$ cat src/rtl/sy_fifo_ctrl.sv
// Synchronous FIFO controller driving an sy_dpram: pointers, occupancy, flags and RAM strobes.
// Optional sticky overflow/underflow outputs are compiled in with `define SY_FIFO_ERR_FLAG_EN.
module sy_fifo_ctrl #(
  parameter int WD = 8,
  parameter int DP = 16,
  parameter int AD = clogb2(DP)
) (
  input  logic          clk,
  input  logic          rst_n,
  input  logic          wr_en,
  input  logic [WD-1:0] wr_data,
  input  logic          rd_en,
  output logic          full,
  output logic          empty,
  output logic [AD:0]   count,
  output logic          rd_valid,
  output logic          ram_cs_n,
  output logic          ram_wr_n,
  output logic          ram_rd_n,
  output logic [WD-1:0] ram_din_b,
  output logic [AD-1:0] ram_addr_b,
  output logic [AD-1:0] ram_addr_a
`ifdef SY_FIFO_ERR_FLAG_EN
  ,
  output logic          ovf,
  output logic          udf
`endif
);

  function automatic int clogb2(input int value);
    int v;
    int r;
    r = 0;
    v = value - 1;
    while (v > 0) begin
      r = r + 1;
      v = v >> 1;
    end
    return r;
  endfunction

  localparam logic [AD:0] DP_CNT  = (AD+1)'(DP);
  localparam logic [AD:0] ONE_CNT = (AD+1)'(1);

  logic [AD:0] wptr;
  logic [AD:0] rptr;
  logic [AD:0] count_next;
  logic        wr_go;
  logic        rd_go;

  // Accepts use the registered flags, so a same-cycle push+pop on empty only writes.
  assign wr_go = wr_en & ~full;
  assign rd_go = rd_en & ~empty;

  assign ram_wr_n   = ~wr_go;
  assign ram_rd_n   = ~rd_go;
  assign ram_cs_n   = ~rst_n;
  assign ram_din_b  = wr_data;
  assign ram_addr_b = wptr[AD-1:0];
  assign ram_addr_a = rptr[AD-1:0];

  always_comb begin
    count_next = count;
    case ({wr_go, rd_go})
      2'b10:   count_next = count + ONE_CNT;
      2'b01:   count_next = count - ONE_CNT;
      default: count_next = count;
    endcase
  end

  always_ff @(posedge clk or negedge rst_n) begin
    if (!rst_n) begin
      wptr     <= '0;
      rptr     <= '0;
      count    <= '0;
      full     <= 1'b0;
      empty    <= 1'b1;
      rd_valid <= 1'b0;
    end else begin
      if (wr_go) wptr <= wptr + ONE_CNT;
      if (rd_go) rptr <= rptr + ONE_CNT;
      count    <= count_next;
      full     <= (count_next == DP_CNT);
      empty    <= (count_next == '0);
      rd_valid <= rd_go;
    end
  end

  // Wrap bits are kept for debug visibility; the flags are derived from count.
  logic unused_wrap;
  assign unused_wrap = wptr[AD] ^ rptr[AD];

`ifdef SY_FIFO_ERR_FLAG_EN
  always_ff @(posedge clk or negedge rst_n) begin
    if (!rst_n) begin
      ovf <= 1'b0;
      udf <= 1'b0;
    end else begin
      if (wr_en && full)  ovf <= 1'b1;
      if (rd_en && empty) udf <= 1'b1;
    end
  end
`endif

endmodule

$ cat config.mk
export PLATFORM = sky130hd
export DESIGN_NAME = sy_fifo_ctrl
export DESIGN_NICKNAME = d
export VERILOG_FILES = /design/src/rtl/sy_fifo_ctrl.sv
export SDC_FILE = /design/constraint.sdc
export NUM_CORES = 1
export LEC_CHECK = 0
export CORE_MARGIN = 3
export CORE_UTILIZATION = 41
export CTS_BUF_LIST = sky130_fd_sc_hd__clkbuf_16
export DETAILED_ROUTE_END_ITERATION = 16
export GPL_TIMING_DRIVEN = 0
export PLACE_DENSITY = 0.78
export SYNTH_ARGS = -nofsm -noshare
export SYNTH_HDL_FRONTEND = slang
export SYNTH_SLANG_ARGS = --single-unit
$ cat constraint.sdc
create_clock -name clk -period 2.75 [get_ports clk]
set_clock_uncertainty 0.2 [all_clocks]
set_input_delay 0.4125 -clock clk [delete_from_list [all_inputs] [get_ports clk]]
set_output_delay 0.4125 -clock clk [all_outputs]
set_load 0.05 [all_outputs]
# Yosys cells after proc, flatten, opt, wreduce, memory -nomap -nowiden

Cells that the tools add are included.
Widths: inputs -> output; s select.

Bitwise logic cells: 7
Multiply operators: 0
Divide/modulo/power cells: 0
Shift operators: 0
Add/sub/neg operators: 4
Reduce and logical (&&, ||, !) cells: 1
Muxes and demuxes: 1
$lt $le $gt $ge: 0
Equal/unequal tests: 3

Operators by type and width:

| operator            | count |
|---|---|
| $add 5x1->5 const B | 3 |
| $pmux 5 s2          | 1 |
| $eq 5x5->1 const B  | 1 |
| $logic_not 5->1     | 1 |
| $not 1->1           | 5 |
| $sub 5x1->5 const B | 1 |
| $and 1x1->1         | 2 |
| $eq 2x1->1 const B  | 1 |
| $eq 2x2->1 const B  | 1 |

Bits in writable memories: 0
ROM bits: 0
Memories: 0
Word-level logic and storage cells: 22
Bits of input ports: 12
Bits in latches: 0
Output and inout port bits: 27
Bits in registers: 18

# Longest topological paths before layout

Depth in word-level cells: 5
Mapped depth: 11
Gate-level depth less buffers: 10

# Worst setup path before layout

Ideal clock, no wire load.

Path kind: reg-to-reg
Start: reg full
End: reg full
Library setup time: 0.073 ns
Buffers on the path: 1
Required time: 2.477 ns
Data arrival time: 2.865 ns
Slack: -0.387 ns
Clock period less this slack: 3.137 ns
Cell stages (with the launch flop): 12
Path through: dfrtp_1 -> nor2b_1 -> inv_1 -> ha_1 -> buf_4 -> xor2_1 -> ha_1 -> a21oi_1 -> mux2i_1 -> xnor2_1 -> a311o_1 -> nor2b_1

Cells in the longest elaborated chain, start to end: 5
Elaborated cells on any way between the ends: 6

RTL lines:

| element                                         | RTL line | text |
|---|---|---|
| start, declared                                 | 13       | `output logic full,` |
| start signal, assigned                          | 83       | `full <= (count_next == DP_CNT);` |
| $not 1->1 (*)                                   | 52       | `assign wr_go = wr_en & ~full;` |
| $and 1x1->1 (*)                                 | 52       |  |
| $eq 2x1->1 / $eq 2x2->1 (equally long branches) | 64       | `case ({wr_go, rd_go})` |
| $pmux 5 s2 (*)                                  | 64       |  |
| net count_next[2]                               | 47       | `logic [AD:0] count_next;` |
| $eq 5x5->1 (*)                                  | 83       |  |

Mark *: on every way through the listed nets, which the timed path passes. The rest lies on a longest branch.
A chain may end at the register's enable or synchronous reset.

# Final worst setup path

Start: in rd_en
End: reg full

Cells in the longest elaborated chain, start to end: 4
Elaborated cells on any way between the ends: 5

RTL lines:

| element                                         | RTL line | text |
|---|---|---|
| start, declared                                 | 12       | `input logic rd_en,` |
| $and 1x1->1 (*)                                 | 53       | `assign rd_go = rd_en & ~empty;` |
| $eq 2x1->1 / $eq 2x2->1 (equally long branches) | 64       |  |
| $pmux 5 s2 (*)                                  | 64       |  |
| $eq 5x5->1 (*)                                  | 83       |  |

Every way passes the cells marked *; elsewhere a longest branch is shown, timed or not.

==> impl_metrics.json <==
{
  "yosysSeqAreaShare_pct": 44.9,
  "yosys_warnings": 0,
  "synth_nets": 98,
  "gp_congestion": 0.749,
  "drt.antenna.violating_nets": 0,
  "crit_fanout": 5,
  "hpwl_um": 1340,
  "routed-wl-met3_um": 88,
  "synth_area_per_cell_um2": 11.2,
  "syn_inst": 80,
  "status": "finished clean",
  "route.detailed.wl_per_inst_um": 13.3,
  "setup.worst_path.start_class": "input port",
  "wl_met2_um": 1010,
  "required_ns": 2.72,
  "power_density_nw_per_um2": 1430,
  "ir_worst_vdd_mv": 0.711,
  "setup_tns_ns": 0,
  "end_kind": "flop",
  "area_delta_synth_final_pct": 55.7,
  "die_w_um": 52.7,
  "holdBufCountCts": 0,
  "wl_met1_um": 833,
  "clockBufferDepth": 2,
  "track_usage_pct": 14.7,
  "diodes": 0,
  "drt_iter0_drc": 4,
  "grt_pass1_wl_um": 3020,
  "period_share_pct": 95.5,
  "coreArea_um2": 2020,
  "relSlewSlack_pct": 52.7,
  "core.rowCount": 16,
  "grt_pass1_vias": 658,
  "max_freq_mhz": 381,
  "finalNonFillerCells": 146,
  "hold_path_class": "input port to async pin",
  "antenna_found_initial": 0,
  "final_nets": 138,
  "final.fill_count": 154,
  "viasPerCell": 4.99,
  "critPathArrivalTime_ns": 2.60,
  "htree_levels": 1,
  "p_leak_uw": 0.000611,
  "slew_violations": 0,
  "route.detailed.drc": 0,
  "clk_pin_slew_ns": 0.05,
  "highest_layer": "met4",
  "clock_latency_ns": 0.24,
  "setup_viol_count_final": 0,
  "fp.dieH_um": 52.7,
  "routed_wirelength_um": 1950,
  "max_cap_viol_count": 0,
  "dp_cells": 137,
  "cts_buffers": 3,
  "via_count": 728,
  "overflow": 0,
  "critPathKind": "input port to flop",
  "grt_max_degree": 18,
  "worstMarginPinSlew_ns": 0.710,
  "io_pins": 39,
  "design.die.area_um2": 2780,
  "clock_sinks": 16,
  "synthDistinctLibCells": 26,
  "cts_tree": "yes",
  "path_cells": "clkdlybuf4s50_1, nor2b_4, ha_4, buf_4, ha_1, or4b_1, a311o_1, nor2b_1",
  "initial_core_util_pct": 44.2,
  "synth_area_um2": 895,
  "crit_path_top_delay_cell": "or4b_1",
  "clock-root-buffer": "clkbuf_16",
  "io_buffer_count": 30,
  "slowest_delay_ns": 0.53,
  "drive_gt1_share_pct": 26.9,
  "synth_seq_cells": 16,
  "hold_violations": 0,
  "finalCriticalPeriod_ns": 2.63,
  "dr.pass1.iters": 4
}
## timing repair
item,CTS,global route
resized for setup,3,4
setup endpoints to repair,3,2
pin swaps,0,3
setup buffers,2,5
## worst paths after layout
path	start	slack (ns)	end	depth (start not counted)
max in group asynchronous	rst_n	1.72	full	1
worst max register to register	full	0.25	full	8
worst min-delay path	rst_n	0.13	wptr[0]	1
worst min register to register	rptr[3]	0.26	rptr[3]	1
min in group clk	rptr[3]	0.26	rptr[3]	1
worst max-delay path	rd_en	0.12	full	8
## area by class of cell
cell class                      count  area, µm²  share of cell area [%]
Clock buffer                        3       75.1                    5.39
Buffer                              9       71.3                    5.12
Tap cell                           27       33.8                    2.43
Clock inverter                      1       3.75                   0.270
Timing Repair Buffer               37        354                    25.4
Sequential cell                    16        403                    28.9
Multi-Input combinational cell     50        440                    31.6
Inverter                            3       11.3                   0.809
## cell usage in the layout, fill, tap and decap left out, types with 3 or more instances in the layout
master / instances
clkbuf_16: 3
xor2_1: 5
mux2_2: 3
xnor2_1: 7
clkdlybuf4s50_1: 28
buf_4: 15
nor2_1: 3
nand2_1: 5
ha_1: 4
dfrtp_1: 14
## power breakdown
group	internal, µW	switching [µW]	total, µW
Combinational	492	720	1210
Sequential	359	139	498
Clock	193	88.0	281
## kinds of logic (layout without fill, tap and decap cells)
family / after synthesis / in the layout / share of synthesized area (%)
muxes: 4 / 4 / 4.89
xor gates and xnor gates: 12 / 12 / 11.7
AOI/OAI and AO/OA: 7 / 7 / 5.59
adders and majority gates: 6 / 6 / 8.39
buffers and inverters: 14 / 53 / 9.65
and+or+nand+nor: 21 / 21 / 14.8
DFF: 16 / 16 / 44.9
## per-layer routing
metal | global-route usage, % | vias up
li1 | - | 347
met1 | 18.7 | 354
met2 | 25.2 | 25
met3 | 1.99 | 2
met4 | 5.11 | 0
met5 | 0 | -
## metrics by stage
| step | setup WS, ns | cell area, µm² | util (%) | hold WS [ns] | power, µW |
|---|---|---|---|---|---|
| global placement | -0.267 | 1250 | 61.7 | 0.261 | 1630 |
| finish | 0.123 | 1390 | 68.9 | 0.130 | 1990 |
| CTS | 0.0132 | 1350 | 66.6 | 0.161 | 1960 |
| detailed placement | -0.303 | 1250 | 61.7 | 0.264 | 1650 |
| global route | -0.0119 | 1390 | 68.9 | 0.217 | 2100 |
| floorplan | 0.0182 | 913 | - | -0.0831 | 1300 |
## critical path, delay by kind of cell
kind,cells,cell delay [ns]
and+or+nand+nor,3,0.85
buffers and inverters,2,0.56
adders and majority gates,2,0.42
AOI/OAI and AO/OA,1,0.35
## registers in the layout (all words and copies together) (netlist names)
register,count
empty,1
rptr,4
full,1
wptr,4
rd_valid,1
count,5
## cell usage after synthesis
library cell | n | area, µm²
xor2_1 | 5 | 43.8
mux2_2 | 3 | 33.8
nor2_1 | 3 | 11.3
clkbuf_1 | 2 | 7.51
or4b_1 | 1 | 10.0
o21a_1 | 2 | 15.0
a311o_1 | 1 | 10.0
nand4b_1 | 2 | 17.5
nand3_1 | 1 | 5.00
nor2b_1 | 4 | 25.0
nand4_1 | 2 | 12.5
ha_1 | 6 | 75.1
nand2_1 | 5 | 18.8
o21ai_0 | 1 | 5.00
dfstp_2 | 1 | 26.3
o32ai_1 | 1 | 8.76
nand4_2 | 1 | 12.5
dfrtp_1 | 15 | 375
inv_1 | 3 | 11.3
a31oi_1 | 1 | 6.26
or3b_2 | 1 | 8.76
xnor2_1 | 7 | 61.3
buf_4 | 9 | 67.6
nand4bb_1 | 1 | 11.3
mux2i_1 | 1 | 10.0
a21oi_1 | 1 | 5.00
Note: power is estimated with default switching activity, not from simulation.
==> variant, RTL diff (config.mk and constraints unchanged) <==
Add a define of `SY_FIFO_ERR_FLAG_EN`.
--- a/src/rtl/sy_fifo_ctrl.sv
+++ b/src/rtl/sy_fifo_ctrl.sv
@@ -1,5 +1,7 @@
 // Synchronous FIFO controller driving an sy_dpram: pointers, occupancy, flags and RAM strobes.
 // Optional sticky overflow/underflow outputs are compiled in with `define SY_FIFO_ERR_FLAG_EN.
+`define SY_FIFO_ERR_FLAG_EN
+
 module sy_fifo_ctrl #(
   parameter int WD = 8,
   parameter int DP = 16,
Behaviour (old outputs only; new: ovf and udf): unchanged (equiv_simple and equiv_induct, registers matched by name and starting in step).
==> variant against the original RTL <==
- sequential cell count increased by 2
- first-iteration DRC count increased by 50%
- routed wire length increased by 7.7%
- total power up 13%
- design area up 11%
- setup slack better by 22 ps
- synthesized cell count up 10%
- area after synthesis up 12%
- via count is 4.1% higher
- non-clock buffer count increased by 5
- clock power increased by 2%
- sequential power up 8.0%
- critical endpoint is now ram_cs_n
- largest cell class unchanged
- largest power group unchanged
==> variant: results (changes against the original RTL) <==
metric;value;unit;change
routability cong.;0.758;;was 0.749
fin nets;148;;was 138
Setup crit start;rst_n;;was rd_en
largest registers;count x5, rptr x4, wptr x4;;unchanged
CTS Root Buffer Type;clkbuf_16;;unchanged
leakage;0.688;nW;was 0.611 nW
CP max stage delay;750;ps;was 530 ps
Seq/Total Area, Yosys;45.1;%;was 44.9%
FF-to-FF Start;empty;;was full
WP data arrival;1990;ps;was 2600 ps
total number of H-tree levels;1;;unchanged
most frequent cells after synthesis;dfrtp_1, buf_4, xnor2_1, ha_1;;unchanged
share of layout cells above drive strength 1;33.1;%;was 26.9%
maximum VDD drop;1.07;mV;was 0.711 mV
Hold Path Class;input port to async pin;;unchanged
CTS Buf Count;3;;unchanged
I/O Buffers;32;;was 30
n_diodes;0;;unchanged
Total Routing Usage GR;13.7;%;was 14.7%
number of global-route vias before repair;708;;was 658
pin count of the biggest net entering global routing;20;;was 18
Vias;758;;was 728
synth unique cells;33;;was 26
Yosys warning count;0;;unchanged
Worst-Skew Late Latency;250;ps;
initial antenna violation count;0;;unchanged
crit-path max FO;19;;was 5
Clock Path Buffers;2;;unchanged
first-pass GRT wire length;3.37;mm;was 3.02 mm
drt first pass iters;4;;unchanged
Psw;1.07;mW;was 0.947 mW
status;finished, final reports clean;;unchanged
top cells by area, synth;dfrtp_1, buf_4, ha_1, xnor2_1, xor2_1;;was dfrtp_1, ha_1, buf_4, xnor2_1, xor2_1
highest-delay cell along the critical path;dlygate4sd2_1;;was or4b_1
Net Count, Synth;105;;was 98
Worst R2R Path Depth;11;;was 8
placed wire-length estimate;1.48;mm;was 1.34 mm
Post-Route WL;2.10;mm;was 1.95 mm
placed cell area;1370;um2;was 1250 um2
First DRT Iteration DRCs;6;;was 4
max_slew headroom;44.1;%;was 52.7%
[variant: final cells by class]
| cell class | instances | area, um2 |
|---|---|---|
| Buffer | 13 | 98.8 |
| Clock buffer | 3 | 75.1 |
| Clock inverter | 1 | 3.75 |
| Fill cell | 169 | 724 |
| Inverter | 3 | 11.3 |
| Multi-Input combinational cell | 54 | 505 |
| Sequential cell | 18 | 453 |
| Tap cell | 28 | 35.0 |
| Timing Repair Buffer | 38 | 369 |
[variant: what timing repair did]
action	in CTS	in global routing
resized for setup	6	7
buffers inserted	5	1
setup endpoints to repair	3	4
pin swaps	4	3
[variant: critical path: cells and delay by family]
kind / cells / cell delay, ps
buffers and inverters: 3 / 1580
[variant: cells by family after synthesis]
kind of cell / synth area share [%]
buffers and inverters: 10.2
adders and majority gates: 6.24
DFF: 45.1
and+or+nand+nor: 13.7
AOI/OAI and AO/OA: 9.99
muxes: 4.37
xor gates and xnor gates: 10.4
[variant: path summary, 6_finish.rpt]
| kind | to | slack, ps |
|---|---|---|
| min in group clk | udf | 210 |
| worst min-delay path | count[0] | 180 |
| worst max register to register | full | 200 |
| max in group asynchronous | full | 1590 |
| worst max-delay path | ram_cs_n | 150 |
| worst min register to register | ovf | 260 |
[variant: metrics by stage]
step / setup slack (ps) / cells
after floorplan: 5.97 / 88
after global routing: 10.3 / 158
after detailed placement: -369 / 148
final: 145 / 158
after global placement: -286 / 148
after CTS: 5.43 / 157
[variant: metal layers]
metal / vias to the layer above / global-route usage (%) / wire length [um]
met4: 0 / 4.17 / 17
met3: 2 / 3.74 / 130
met1: 348 / 18.0 / 965
met2: 32 / 21.8 / 982
met5: - / 0 / 0
li1: 376 / - / -
[variant: power by group through the flow]
| stage | Combinational (mW) | Sequential, mW | Clock [mW] |
|---|---|---|---|
| floorplan | 0.508 | 0.957 | 0 |
| global placement | 1.28 | 0.527 | 0 |
| detailed placement | 1.31 | 0.536 | 0 |
| CTS | 1.38 | 0.534 | 0.291 |
| global route | 1.52 | 0.558 | 0.304 |
| finish | 1.43 | 0.538 | 0.286 |
